## config.mk

```make
export PLATFORM = sky130hd
export DESIGN_NAME = alu_mul_sequencer
export DESIGN_NICKNAME = d
export VERILOG_FILES = /design/src/rtl/alu_pkg.sv /design/src/rtl/shift_add_mul_core.sv /design/src/rtl/alu_mul_sequencer.sv
export SDC_FILE = /design/constraint.sdc
export NUM_CORES = 1
export LEC_CHECK = 0
export CAP_MARGIN = 30
export CORE_MARGIN = 4
export CORE_UTILIZATION = 25
export DETAILED_ROUTE_END_ITERATION = 12
export SLEW_MARGIN = 20
export SYNTH_ARGS = -nofsm -noshare
export SYNTH_HDL_FRONTEND = slang
export SYNTH_SLANG_ARGS = --single-unit
```

## constraint.sdc

```tcl
create_clock -name clk -period 3.1 [get_ports clk]
set_input_delay 0.465 -clock clk [delete_from_list [all_inputs] [get_ports clk]]
set_output_delay 0.465 -clock clk [all_outputs]
set_load 0.05 [all_outputs]
```

## src/rtl/alu_pkg.sv

```systemverilog
// Shared definitions for the ALU result-mux controller.
// Holds the ALU function codes, the sequencer state encoding and the
// default datapath width. Imported by the sequencer and its multiply core.
package alu_pkg;

  localparam int ALU_WIDTH = 24;

  localparam logic [2:0] OP_AND = 3'b000;
  localparam logic [2:0] OP_OR  = 3'b001;
  localparam logic [2:0] OP_ADD = 3'b010;
  localparam logic [2:0] OP_SLT = 3'b011;
  localparam logic [2:0] OP_MUL = 3'b100;
  localparam logic [2:0] OP_XOR = 3'b101;
  localparam logic [2:0] OP_SLL = 3'b110;
  localparam logic [2:0] OP_ILL = 3'b111;

  typedef enum logic [1:0] {
    ST_IDLE = 2'd0,
    ST_RUN  = 2'd1,
    ST_DONE = 2'd2
  } state_t;

endpackage

```

## src/rtl/shift_add_mul_core.sv

```systemverilog
// Iterative unsigned shift-add multiplier datapath.
// Ports:
//   clk, reset      : clock, synchronous active-high reset
//   load            : capture a (multiplicand) and b (multiplier), clear acc
//   step            : consume one multiplier bit
//   a, b            : operands, sampled on load
//   last            : the step taken this cycle is the final one
//   product         : full 2*WIDTH-bit accumulator
module shift_add_mul_core
  import alu_pkg::*;
#(
  parameter int WIDTH      = ALU_WIDTH,
  parameter int EARLY_EXIT = 1
) (
  input  logic                 clk,
  input  logic                 reset,
  input  logic                 load,
  input  logic                 step,
  input  logic [WIDTH-1:0]     a,
  input  logic [WIDTH-1:0]     b,
  output logic                 last,
  output logic [2*WIDTH-1:0]   product
);

  localparam int CW = (WIDTH > 1) ? $clog2(WIDTH) : 1;

  logic [2*WIDTH-1:0] acc_reg,    acc_next;
  logic [2*WIDTH-1:0] mcand_reg,  mcand_next;
  logic [WIDTH-1:0]   mplier_reg, mplier_next;
  logic [CW-1:0]      count_reg,  count_next;
  logic [WIDTH-1:0]   mplier_shifted;

  assign mplier_shifted = mplier_reg >> 1;

  // Early exit looks at the multiplier after this step's shift, so the
  // last useful bit is still accumulated on the exiting cycle.
  assign last = (count_reg == CW'(WIDTH - 1)) ||
                ((EARLY_EXIT != 0) && (mplier_shifted == '0));

  assign product = acc_reg;

  always_comb begin
    acc_next    = acc_reg;
    mcand_next  = mcand_reg;
    mplier_next = mplier_reg;
    count_next  = count_reg;
    if (load) begin
      acc_next    = '0;
      mcand_next  = {{WIDTH{1'b0}}, a};
      mplier_next = b;
      count_next  = '0;
    end else if (step) begin
      if (mplier_reg[0]) begin
        acc_next = acc_reg + mcand_reg;
      end
      mcand_next  = mcand_reg << 1;
      mplier_next = mplier_shifted;
      count_next  = count_reg + CW'(1);
    end
  end

  always_ff @(posedge clk) begin
    if (reset) begin
      acc_reg    <= '0;
      mcand_reg  <= '0;
      mplier_reg <= '0;
      count_reg  <= '0;
    end else begin
      acc_reg    <= acc_next;
      mcand_reg  <= mcand_next;
      mplier_reg <= mplier_next;
      count_reg  <= count_next;
    end
  end

endmodule

```

## src/rtl/alu_mul_sequencer.sv

```systemverilog
// Controller in front of the ALU result mux.
// Single-cycle ops pass straight to mux_sel; MUL runs on the shift-add core
// with stall held until the product is ready; code 111 is flagged and never
// reaches the mux.
// Ports:
//   clk, reset      : clock, synchronous active-high reset
//   op_valid        : instruction uses the ALU
//   alu_op          : ALU function code
//   a, b            : multiplicand / multiplier
//   mux_sel         : result-mux select
//   mul_result      : low WIDTH bits of the product
//   mul_ovf         : product high half nonzero
//   stall           : freeze PC / register-file writes
//   result_valid    : mux output is correct this cycle
//   illegal_op      : one-cycle flag for alu_op=111 with op_valid
module alu_mul_sequencer
  import alu_pkg::*;
#(
  parameter int WIDTH      = ALU_WIDTH,
  parameter int EARLY_EXIT = 1
) (
  input  logic             clk,
  input  logic             reset,
  input  logic             op_valid,
  input  logic [2:0]       alu_op,
  input  logic [WIDTH-1:0] a,
  input  logic [WIDTH-1:0] b,
  output logic [2:0]       mux_sel,
  output logic [WIDTH-1:0] mul_result,
  output logic             mul_ovf,
  output logic             stall,
  output logic             result_valid,
  output logic             illegal_op
);

  state_t state_reg, state_next;

  logic               core_load;
  logic               core_step;
  logic               core_last;
  logic [2*WIDTH-1:0] core_product;

  shift_add_mul_core #(
    .WIDTH      (WIDTH),
    .EARLY_EXIT (EARLY_EXIT)
  ) u_core (
    .clk     (clk),
    .reset   (reset),
    .load    (core_load),
    .step    (core_step),
    .a       (a),
    .b       (b),
    .last    (core_last),
    .product (core_product)
  );

  // The accumulator is left untouched after DONE, so these hold until the
  // next MUL is accepted.
  assign mul_result = core_product[WIDTH-1:0];
  assign mul_ovf    = |core_product[2*WIDTH-1:WIDTH];

  always_comb begin
    state_next   = state_reg;
    mux_sel      = OP_AND;
    stall        = 1'b0;
    result_valid = 1'b0;
    illegal_op   = 1'b0;
    core_load    = 1'b0;
    core_step    = 1'b0;

    unique case (state_reg)
      ST_IDLE: begin
        if (op_valid) begin
          if (alu_op == OP_MUL) begin
            stall     = 1'b1;
            mux_sel   = OP_MUL;
            core_load = 1'b1;
            // A zero multiplier already has its product (0) after the load.
            state_next = ((EARLY_EXIT != 0) && (b == '0)) ? ST_DONE : ST_RUN;
          end else if (alu_op == OP_ILL) begin
            illegal_op = 1'b1;
          end else begin
            mux_sel      = alu_op;
            result_valid = 1'b1;
          end
        end
      end
      ST_RUN: begin
        stall     = 1'b1;
        mux_sel   = OP_MUL;
        core_step = 1'b1;
        if (core_last) begin
          state_next = ST_DONE;
        end
      end
      ST_DONE: begin
        mux_sel      = OP_MUL;
        result_valid = 1'b1;
        state_next   = ST_IDLE;
      end
      default: begin
        state_next = ST_IDLE;
      end
    endcase

    // Reset is synchronous, but the pipeline must not see stall or a valid
    // result while it is asserted.
    if (reset) begin
      mux_sel      = OP_AND;
      stall        = 1'b0;
      result_valid = 1'b0;
      illegal_op   = 1'b0;
      core_load    = 1'b0;
      core_step    = 1'b0;
    end
  end

  always_ff @(posedge clk) begin
    if (reset) begin
      state_reg <= ST_IDLE;
    end else begin
      state_reg <= state_next;
    end
  end

endmodule

```

==> results of run 1 <==
power by group:
part | leakage [uW] | switching, uW | total [uW] | internal [uW]
Sequential | 0.00103 | 26.6 | 1690 | 1660
Combinational | 0.00229 | 186 | 337 | 150
Clock | 0.000300 | 847 | 2080 | 1230
cell usage after synthesis (all sizes together), types with 27 or more instances:
cell	number
dfxtp	127
a211oi	54
nand3	34
ha	52
clkbuf	41
mux2i	48
nor2	92
nand2	153
o21ai	52
a21o	27
a21oi	110
buf	51
how the worst max path moves through the flow:
stage | startpoint | cells past startpoint | slack (ns) | to
after floorplan | state_reg[0] | 8 | 0.26 | stall
after global placement | u_core.product[0] | 11 | 0.33 | u_core.product[26]
after detailed placement | u_core.product[0] | 11 | 0.31 | u_core.product[24]
after CTS | state_reg[1] | 7 | 0.26 | mux_sel[1]
after global routing | u_core.product[0] | 11 | 0.08 | u_core.product[42]
final | u_core.product[0] | 11 | 0.25 | u_core.product[24]
per-stage QoR:
step / cells / hold WS (ns) / setup slack, ns
3_5_place_dp: 1496 / 0.467 / 0.312
2_1_floorplan: 1044 / 0.448 / 0.259
5_1_grt: 1528 / 0.492 / 0.0767
6_report: 1528 / 0.473 / 0.250
4_1_cts: 1528 / 0.475 / 0.260
3_3_place_gp: 1496 / 0.459 / 0.331
timing repair:
action / in CTS / in global routing
gates resized for setup: 0 / 1
endpoints found under the setup margin: 0 / 1
endpoints found under the hold margin: 0 / 0
routing by layer:
layer,global-route usage (%),part of all wire [%]
met5,0,0
met1,16.9,47
met4,4.34,2.0
met2,21.5,46
met3,3.54,5.2
cell type report:
cell class	instances	area, sq um
well taps	442	553
flip-flops and latches	127	2540
clock buffers	18	439
repair buffers	102	991
fillers	3446	22600
inverters	10	37.5
clock inverters	14	170
multi-input cells	815	5140
critical path: cells and delay by family (launching register included):
family | cells | cell delay, ns
AOI/OAI and AO/OA | 7 | 1.42
xor gates and xnor gates | 1 | 0.15
adders and majority gates | 2 | 0.64
DFF | 1 | 0.33
and+or+nand+nor | 1 | 0.19
kinds of logic after synthesis:
logic type	share of synthesized area, %
AND/OR/NAND/NOR	20.6
AO/OA/AOI/OAI	23.5
flip-flops	31.0
buffers and inverters	6.55
adder cells (fa/ha/maj)	8.17
multiplexers	5.99
XOR/XNOR	4.27
==> summary.md, run 1 <==
| Metric | Value |
|---|---|
| Hold/Removal Path Class | reg2reg |
| Ranking of synthesized cells by area | dfxtp_1 (31%), ha_1 (7.9%), nand2_1 (7.0%), a21oi_1 (6.6%), mux2i_1 (5.9%) |
| Design area | 0.00987 sq mm |
| CTS root buffer | clkbuf_16 |
| CP Max Fanout | 3 |
| Register area share after synthesis | 31.0% |
| Power, Total | 4110 uW |
| Detailed-router iteration count before antenna repair | 5 |
| Global-route wire length before repair | 38900 um |
| R2r setup slk | 0.25 ns |
| Reg-to-reg startpoint | u_core.product[0] |
| Commonest non-fill, non-tap cells in the layout | nand2_1 (153), dfxtp_1 (127), a21oi_1 (109), nor2_1 (91), clkdlybuf4s50_1 (81) |
| Worst Tran Pin Value | 0.800 ns |
| Count of different cell masters after synthesis | 67 |
| CTS Hold Bufs | 0 |
| DRC violations left | 0 |
| Post-Syn Nets | 1151 |
| Crit path largest cell delay | 0.42 ns |
| Number of global-route vias before repair | 7511 |
| Chip Width | 189 um |
| Share of layout cells above drive strength 1 | 7.00% |
| Worst Path Required | 3.40 ns |
| Max-cap viol count | 0 |
| Clk_skew | 0.0183 ns |
| H-tree levels | 4 |
| Hold Vio Cnt, Final | 0 |
| Most common cell after layout, fill and taps aside | nand2_1 |
| Cell taking the most area after synthesis | dfxtp_1 |
| Worst setup SP type | register |
| Placed Area | 0.00926 sq mm |
| IO Pins | 85 |
| Post-CTS setup buffers | 0 |
| Routed length per instance | 15.6 um |
| Worst r2r dst | u_core.product[24] |
| Final cell utilization of the core | 30.4% |
| Starting density of the core | 25.3% |
| Total CTS buffers | 17 |
| Total track usage | 13.2% |
| Final #Nets | 1180 |
| Top_reg_cell synth | dfxtp_1 |
| Hold Crit Depth | 2 |
| # diodes | 0 |
| Syn Area/Cell | 7.86 sq um |
| Fmax | 0.351 GHz |
| Max clock buf depth | 2 |
| Hold_sp | u_core.mcand_reg[29] |
| Via density | 4.93 |
| Count of pins over their slew limit | 0 |
| Synth warn | 0 |
| Max_slew headroom | 46.7% |
| FF-to-FF path depth | 11 |
| Unrepaired setup endpoints after global routing | false |
| Area of the mapped netlist | 0.00821 sq mm |
| Row cnt | 66 |
| Crit-path slowest cell | fa_1 |
| Antenna-violating nets left | 0 |
| Crit Path Class | reg2reg |
| Crit path capture type | register |
| GR Overflow Total | 0 |
| Worst Path Arrival | 3.15 ns |
| Gate Count Post-Synth | 1044 |
| Final Routed Wirelength | 23900 um |
| Core region area | 0.0325 sq mm |
| Power Density | 416 mW/mm^2 |
| Fin crit period | 2.85 ns |
| Tcrit/Tclk final | 91.9% |
| Status | complete, no violations |
| EDFF count, synth | 0 |
| Hpwl dp | 17800 um |
| Final setup vio count | 0 |
| Port bufs | 84 |
| Setup TNS | 0 ns |
| Die height | 189 um |
| Leak pwr | 0.00362 uW |
| Routability cong. | 0.874 |
| Layout area overhead | 20.2% |
| Post-synth top area share | 31.0% |
| Die area | 0.0358 sq mm |
| Worst-path clk slew | 0.06 ns |
| TritonCTS clock tree | yes |
| Async set or reset register ratio after synthesis | 0% |
| Clk_lat worst skew | 0.44 ns |
| Largest net degree at the start of global routing | 66 |
| Vias | 7529 |
| CTS sink cnt | 127 |
| Antenna violations before repair | 0 |
| Crit-path cells | ha_1 > fa_1 > a211oi_1 > o21ai_1 > a21oi_1 > o21ai_1 > a31oi_1 > or2_1 > o21ai_0 > xnor2_1 > o21ai_0 |
| Seq cells post-synth | 127 |
| Peak VDD IR | 0.000299 V |
| Hold endpoint | u_core.mcand_reg[30] |
| 1st-iter DRT viols | 402 |
(Power assumes the default switching activity.)
==> run 2, diff against run 1 <==
--- a/config.mk
+++ b/config.mk
@@ -5,10 +5,12 @@
 export SDC_FILE = /design/constraint.sdc
 export NUM_CORES = 1
 export LEC_CHECK = 0
+export ABC_CLOCK_PERIOD_IN_PS = 3100
 export CAP_MARGIN = 30
 export CORE_MARGIN = 4
-export CORE_UTILIZATION = 25
+export CORE_UTILIZATION = 53
 export DETAILED_ROUTE_END_ITERATION = 12
+export PLACE_DENSITY = 0.75
 export SLEW_MARGIN = 20
 export SYNTH_ARGS = -nofsm -noshare
 export SYNTH_HDL_FRONTEND = slang
==> run 2 against run 1 <==
Net effect: setup slack gained 0.016 ns; count of clock-buffer cells in the layout grew 1; maximum frequency grew 0.57%; global-route usage grew 11 points; clock power is essentially flat; sequential cell count is the same; worst hold slack lost 0.069 ns; wire length shrank 9.1%; largest power group unchanged.
==> summary.md, run 2 (synthesized netlist as in run 1, its figures left out) <==
| Metric | Value |
|---|---|
| CTS sink cnt | 127 (unchanged) |
| Power Density | 428 mW/mm^2 (+2.8%) |
| CP Max Fanout | 5 (+2) |
| Most common cell after layout, fill and taps aside | nand2_1 |
| Leak pwr | 0.00361 uW (-0.37%) |
| Routed length per instance | 17.1 um (+9.1%) |
| Fin crit period | 2.83 ns (-0.0163 ns) |
| CP startpoint | u_core.mcand_reg[19] |
| Via density | 5.93 (+20%) |
| Antenna violations before repair | 0 (unchanged) |
| Hpwl dp | 15700 um (-12%) |
| Delay-heaviest family, CP | compound AO/OA/AOI/OAI gates |
| Die height | 132 um (-30%) |
| 1st-iter DRT viols | 614 (+53%) |
| Commonest non-fill, non-tap cells in the layout | nand2_1 (153), dfxtp_1 (127), a21oi_1 (109), nor2_1 (91), clkdlybuf4s50_1 (80) |
| Worst Tran Pin Value | 0.796 ns (-0.00423 ns) |
| Worst Path Arrival | 3.13 ns (-0.02 ns) |
| Final #Nets | 1179 (-0.085%) |
| Post-CTS setup buffers | 0 (unchanged) |
| H-tree levels | 4 (unchanged) |
| Final setup vio count | 0 (unchanged) |
| Crit-path slowest cell | a221oi_2 |
| Peak VDD IR | 0.000368 V (+23%) |
| Chip Width | 132 um (-30%) |
| Worst-path clk slew | 0.06 ns (about the same) |
| Crit Path Class | reg2reg |
| Hold Vio Cnt, Final | 0 (unchanged) |
| Starting density of the core | 54.0% (+29 points) |
| Worst Path Required | 3.39 ns (about the same) |
| Max_slew headroom | 47.0% (+0.28 points) |
| Cell count along the critical path | 10 (-1) |
| Crit-path cells | ha_1 > and2_1 > a221oi_2 > o211ai_1 > a221oi_2 > o21ai_2 > a31oi_4 > mux2i_1 > a311oi_1 > o211ai_1 |
| Crit path capture type | register |
| Vias | 7555 (+0.35%) |
| # diodes | 0 (unchanged) |
| Fmax | 0.353 GHz (+0.57%) |
| GR Overflow Total | 0 (unchanged) |
| Die area | 0.0175 sq mm (-51%) |
| Setup TNS | 0 ns (unchanged) |
| Worst setup SP type | register |
| # fillers | 1366 (-60%) |
| Global-route wire length before repair | 35800 um (-7.8%) |
| Placed cells | 1241 (-17%) |
| Total CTS buffers | 17 (unchanged) |
| Clk_lat worst skew | 0.42 ns (-0.02 ns) |
| IO Pins | 85 (unchanged) |
| Dpl ws | 0.249 ns (-0.0627 ns) |
| Area of the multi-input gates | 0.00514 sq mm (+0.12%) |
| CTS root buffer | clkbuf_16 |
| Max clock buf depth | 2 (unchanged) |
| Tcrit/Tclk final | 91.4% (-0.53 points) |
| Share of layout cells above drive strength 1 | 7.00% (about the same) |
| Antenna-violating nets left | 0 (unchanged) |
| FF-to-FF path depth | 10 (-1) |
| Port bufs | 84 (unchanged) |
| TritonCTS clock tree | yes |
| Row cnt | 45 (-32%) |
| Clk_skew | 0.00673 ns (-0.0116 ns) |
| Unrepaired setup endpoints after global routing | false |
| Layout area overhead | 16.3% |
| Largest net degree at the start of global routing | 63 (-4.5%) |
| Total track usage | 24.5% (+11 points) |
| Setup slack after layout | 0.266 ns (+0.0163 ns) |
| DRC violations left | 0 (unchanged) |
| Crit path largest cell delay | 0.44 ns (+0.02 ns) |
| Critical path buffers and inverters | 0 (unchanged) |
| Number of global-route vias before repair | 7248 (-3.5%) |
| Hold_sp | reset |
| Reg-to-reg startpoint | u_core.mcand_reg[19] |
| Status | complete, no violations |
| Max-cap viol count | 0 (unchanged) |
| Count of pins over their slew limit | 0 (unchanged) |
| Detailed-router iteration count before antenna repair | 5 (unchanged) |
| Hold Crit Depth | 2 (unchanged) |
| Final Routed Wirelength | 21700 um (-9.1%) |
| Finished Layout Cells | 1273 (-17%) |
| Routability cong. | 0.915 (+4.6%) |
| FF+latch area | 0.00254 sq mm (unchanged) |
| Hold/Removal Path Class | in2reg |
| Core region area | 0.0152 sq mm (-53%) |
-- run 2: final timing paths --
check / end / slack (ns)
setup / recovery: u_core.product[47] / 0.27
hold / removal: state_reg[0] / 0.40
setup reg to reg: u_core.product[47] / 0.27
hold reg to reg: u_core.mcand_reg[39] / 0.47
-- run 2: cell type report --
type	instances	area share, %
clock inverters	13	1.72
multi-input cells	815	53.9
well taps	188	2.46
repair buffers	101	10.3
clock buffers	19	4.64
flip-flops and latches	127	26.6
inverters	10	0.393
-- run 2: where the power goes --
group / internal [uW] / switching (uW) / total, uW
sequential: 1660 / 26.7 / 1690
combinational: 150 / 184 / 333
clock: 1290 / 772 / 2060
-- run 2: repair_timing --
action	4_1_cts	5_1_grt
gates resized for setup	0	1
endpoints found under the hold margin	0	0
setup endpoints to repair	0	3
hold buffers	0	0
-- run 2: per-layer routing --
layer,vias to the layer above,GRT usage (%),wire length (um)
met5,-,0,0
met4,0,6.70,297
met3,29,5.89,1270
met2,226,41.0,10300
met1,3481,31.8,9860
li1,3819,-,-
-- run 2: worst reg2reg max path, delay by kind of cell, from the launching register on --
family	cells	cell delay, ns
adders and majority gates	1	0.31
DFF	1	0.39
muxes	1	0.11
AOI/OAI and AO/OA	7	1.69
and+or+nand+nor	1	0.21
-- run 2: per-stage QoR --
step           hold slack, ns  area, sq um  total power, uW  util, %
6_report                0.405         9550             4080     62.8
5_1_grt                 0.426         9550             4210     62.8
4_1_cts                 0.381         9540             4100     62.7
3_5_place_dp            0.466         8930             2050     58.8
3_3_place_gp            0.460         8930             2050     58.8
2_1_floorplan           0.448         8210             1910        -
==> run 3, diff against run 2 <==
--- a/config.mk
+++ b/config.mk
@@ -9,7 +9,9 @@
 export CAP_MARGIN = 30
 export CORE_MARGIN = 4
 export CORE_UTILIZATION = 53
+export CTS_CLUSTER_SIZE = 20
 export DETAILED_ROUTE_END_ITERATION = 12
+export GPL_ROUTABILITY_DRIVEN = 0
 export PLACE_DENSITY = 0.75
 export SLEW_MARGIN = 20
 export SYNTH_ARGS = -nofsm -noshare
==> run 3 against run 2 <==
Net effect: worst hold slack gained 0.064 ns; wire length shrank 2.7%; first-iteration DRC count shrank 25%; setup slack gained 0.024 ns; register-to-register slack gained 0.02 ns.
==> summary.md, run 3 (synthesized netlist as in run 1, its figures left out) <==
| Metric | Value |
|---|---|
| Reg-to-reg startpoint | u_core.mcand_reg[16] |
| Worst Path Arrival | 3.16 ns (+0.03 ns) |
| Delay-heaviest family, CP | simple AND/OR/NAND/NOR gates |
| Port bufs | 84 (unchanged) |
| Largest net degree at the start of global routing | 52 (-17%) |
| CTS sink cnt | 127 (unchanged) |
| Total track usage | 24.0% (-0.55 points) |
| Post-CTS setup buffers | 0 (unchanged) |
| Power Density | 431 mW/mm^2 (+0.67%) |
| Post-cts repair resize count | 0 (unchanged) |
| Max clock buf depth | 2 (unchanged) |
| Hpwl dp | 15500 um (-1.1%) |
| Final Routed Wirelength | 21100 um (-2.7%) |
| Total CTS buffers | 17 (unchanged) |
| Die area | 0.0175 sq mm (unchanged) |
| Critical path buffers and inverters | 0 (unchanged) |
| 1st-iter DRT viols | 459 (-25%) |
| Area of the multi-input gates | 0.00515 sq mm (about the same) |
| Hold endpoint | u_core.mcand_reg[31] |
| Chip Width | 132 um (unchanged) |
| Worst Tran Pin Value | 0.787 ns (-0.00897 ns) |
| FF-to-FF path depth | 10 (unchanged) |
| # diodes | 0 (unchanged) |
| Hold/Removal Path Class | reg2reg |
| CTS root buffer | clkbuf_16 |
| FF+latch area | 0.00254 sq mm (unchanged) |
| Most common cell after layout, fill and taps aside | nand2_1 |
| Worst r2r dst | u_core.product[44] |
| Commonest non-fill, non-tap cells in the layout | nand2_1 (153), dfxtp_1 (127), a21oi_1 (108), nor2_1 (91), clkdlybuf4s50_1 (78) |
| Antenna violations before repair | 0 (unchanged) |
| Worst setup SP type | register |
| H-tree levels | 4 (unchanged) |
| Starting density of the core | 54.0% (unchanged) |
| Vias | 7593 (+0.50%) |
| Worst-path clk slew | 0.06 ns (about the same) |
| Clk_lat worst skew | 0.42 ns (about the same) |
| Die height | 132 um (unchanged) |
| Fmax | 0.356 GHz (+0.86%) |
| Via density | 5.96 (+0.35%) |
| Row cnt | 45 (unchanged) |
| Internal | 3180 uW (+2.6%) |
| Final setup vio count | 0 (unchanged) |
| Number of global-route vias before repair | 7275 (+0.37%) |
| CP startpoint | u_core.mcand_reg[16] |
| Flop pwr share | 41.0% (-0.4 points) |
| Tcrit/Tclk final | 90.6% (-0.78 points) |
| Final #Nets | 1181 (+0.17%) |
| Max-cap viol count | 0 (unchanged) |
| Clk_skew | 0.00797 ns (+0.00124 ns) |
| Core region area | 0.0152 sq mm (unchanged) |
| Fin crit period | 2.81 ns (-0.0242 ns) |
| Setup TNS | 0 ns (unchanged) |
| Hold_sp | u_core.mcand_reg[30] |
| Leak pwr | 0.00363 uW (+0.75%) |
| Peak VDD IR | 0.000402 V (+9.2%) |
| Antenna-violating nets left | 0 (unchanged) |
| Worst Path Required | 3.45 ns (+0.06 ns) |
| TritonCTS clock tree | yes |
| Unrepaired setup endpoints after global routing | false |
| Status | complete, no violations |
| Count of pins over their slew limit | 0 (unchanged) |
| Crit-path cells | ha_1 > nand4_1 > nor2_1 > nand3_1 > o2111ai_1 > nand2_1 > o21ai_2 > a21oi_1 > or4_1 > a31oi_1 |
| Global-route wire length before repair | 34900 um (-2.6%) |
| Crit path largest cell delay | 0.43 ns (about the same) |
| Routed length per instance | 16.6 um (-2.8%) |
| Crit path capture type | register |
| Layout area overhead | 16.5% |
| Share of layout cells above drive strength 1 | 7.45% (+0.45 points) |
| Sw frac | 22.8% (-1.3 points) |
| Psw | 939 uW (-4.4%) |
| CP Max Fanout | 7 (+2) |
| GR Overflow Total | 0 (unchanged) |
| Clk pwr share | 51.0% (+0.5 points) |
| Hold Vio Cnt, Final | 0 (unchanged) |
| # fillers | 1337 (-2.1%) |
| Crit-path slowest cell | ha_1 |
| Max_slew headroom | 47.6% (+0.60 points) |
| Power, Total | 4120 uW (+0.91%) |
| Crit Path Class | reg2reg |
| CTS Hold Bufs | 0 (unchanged) |
| DRC violations left | 0 (unchanged) |
| R2r setup slk | 0.29 ns (+0.02 ns) |
| IO Pins | 85 (unchanged) |
| Hold Crit Depth | 2 (unchanged) |
| Comb pwr share | 8.0% (-0.2 points) |
| Detailed-router iteration count before antenna repair | 5 (unchanged) |
==> run 3: cell count changes in the layout (fill, tap and decap cells not counted), sizes merged <==
cell	change
clkbuf	+4
clkinv	-2
clkdlybuf4s50	-2
buf	+4
clkinvlp	-1
inv	-1
==> run 3: power by group through the flow <==
stage | Clock (uW) | Sequential [uW] | Combinational, uW
CTS | 2130 | 1690 | 329
floorplan | 0 | 1720 | 198
finish | 2100 | 1690 | 329
global placement | 0 | 1720 | 325
global route | 2200 | 1690 | 358
detailed placement | 0 | 1720 | 326
==> run 3: worst register-to-register path, cell delays in order, from the launching register on <==
cell and delay, ns:
dfxtp_1 0.37, ha_1 0.43, nand4_1 0.25, nor2_1 0.27, nand3_1 0.11, o2111ai_1 0.23, nand2_1 0.20, o21ai_2 0.22
a21oi_1 0.13, or4_1 0.40, a31oi_1 0.13
==> run 3: how the worst max path moves through the flow <==
stage          cells after the start                  to  slack, ns
3_3_place_gp                      11  u_core.product[24]       0.29
6_report                          10  u_core.product[44]       0.29
4_1_cts                           11  u_core.product[24]       0.25
2_1_floorplan                      8               stall       0.26
5_1_grt                           11  u_core.product[24]       0.02
3_5_place_dp                      11  u_core.product[24]       0.26
==> run 3: through the flow <==
step                      hold WS, ns  instance area (sq um)  util (%)  cells  worst slack (ns)
after floorplan                 0.448                   8210         -   1044             0.259
after detailed placement        0.465                   8930      58.7   1243             0.261
after global placement          0.460                   8930      58.7   1243             0.293
after CTS                       0.473                   9560      62.9   1275             0.250
final                           0.469                   9570      62.9   1275             0.290
after global routing            0.480                   9570      62.9   1275            0.0168
==> run 3: routing by layer <==
layer  share of wire (%)  vias to the layer above  wire length (um)  global-route usage, %
li1                    -                     3828                 -                      -
met1                  45                     3509              9490                   29.7
met2                  47                      217              9910                   40.0
met3                 5.7                       39              1210                   6.08
met4                 2.5                        0               535                   9.58
met5                   0                        -                 0                      0
==> run 3: final cells by class <==
type | count | share of cell area, %
clock buffer | 23 | 5.20
tap | 188 | 2.46
timing repair buffer | 103 | 10.2
clock inverter | 9 | 1.36
sequential | 127 | 26.6
inverter | 10 | 0.392
multi-input combinational | 815 | 53.8
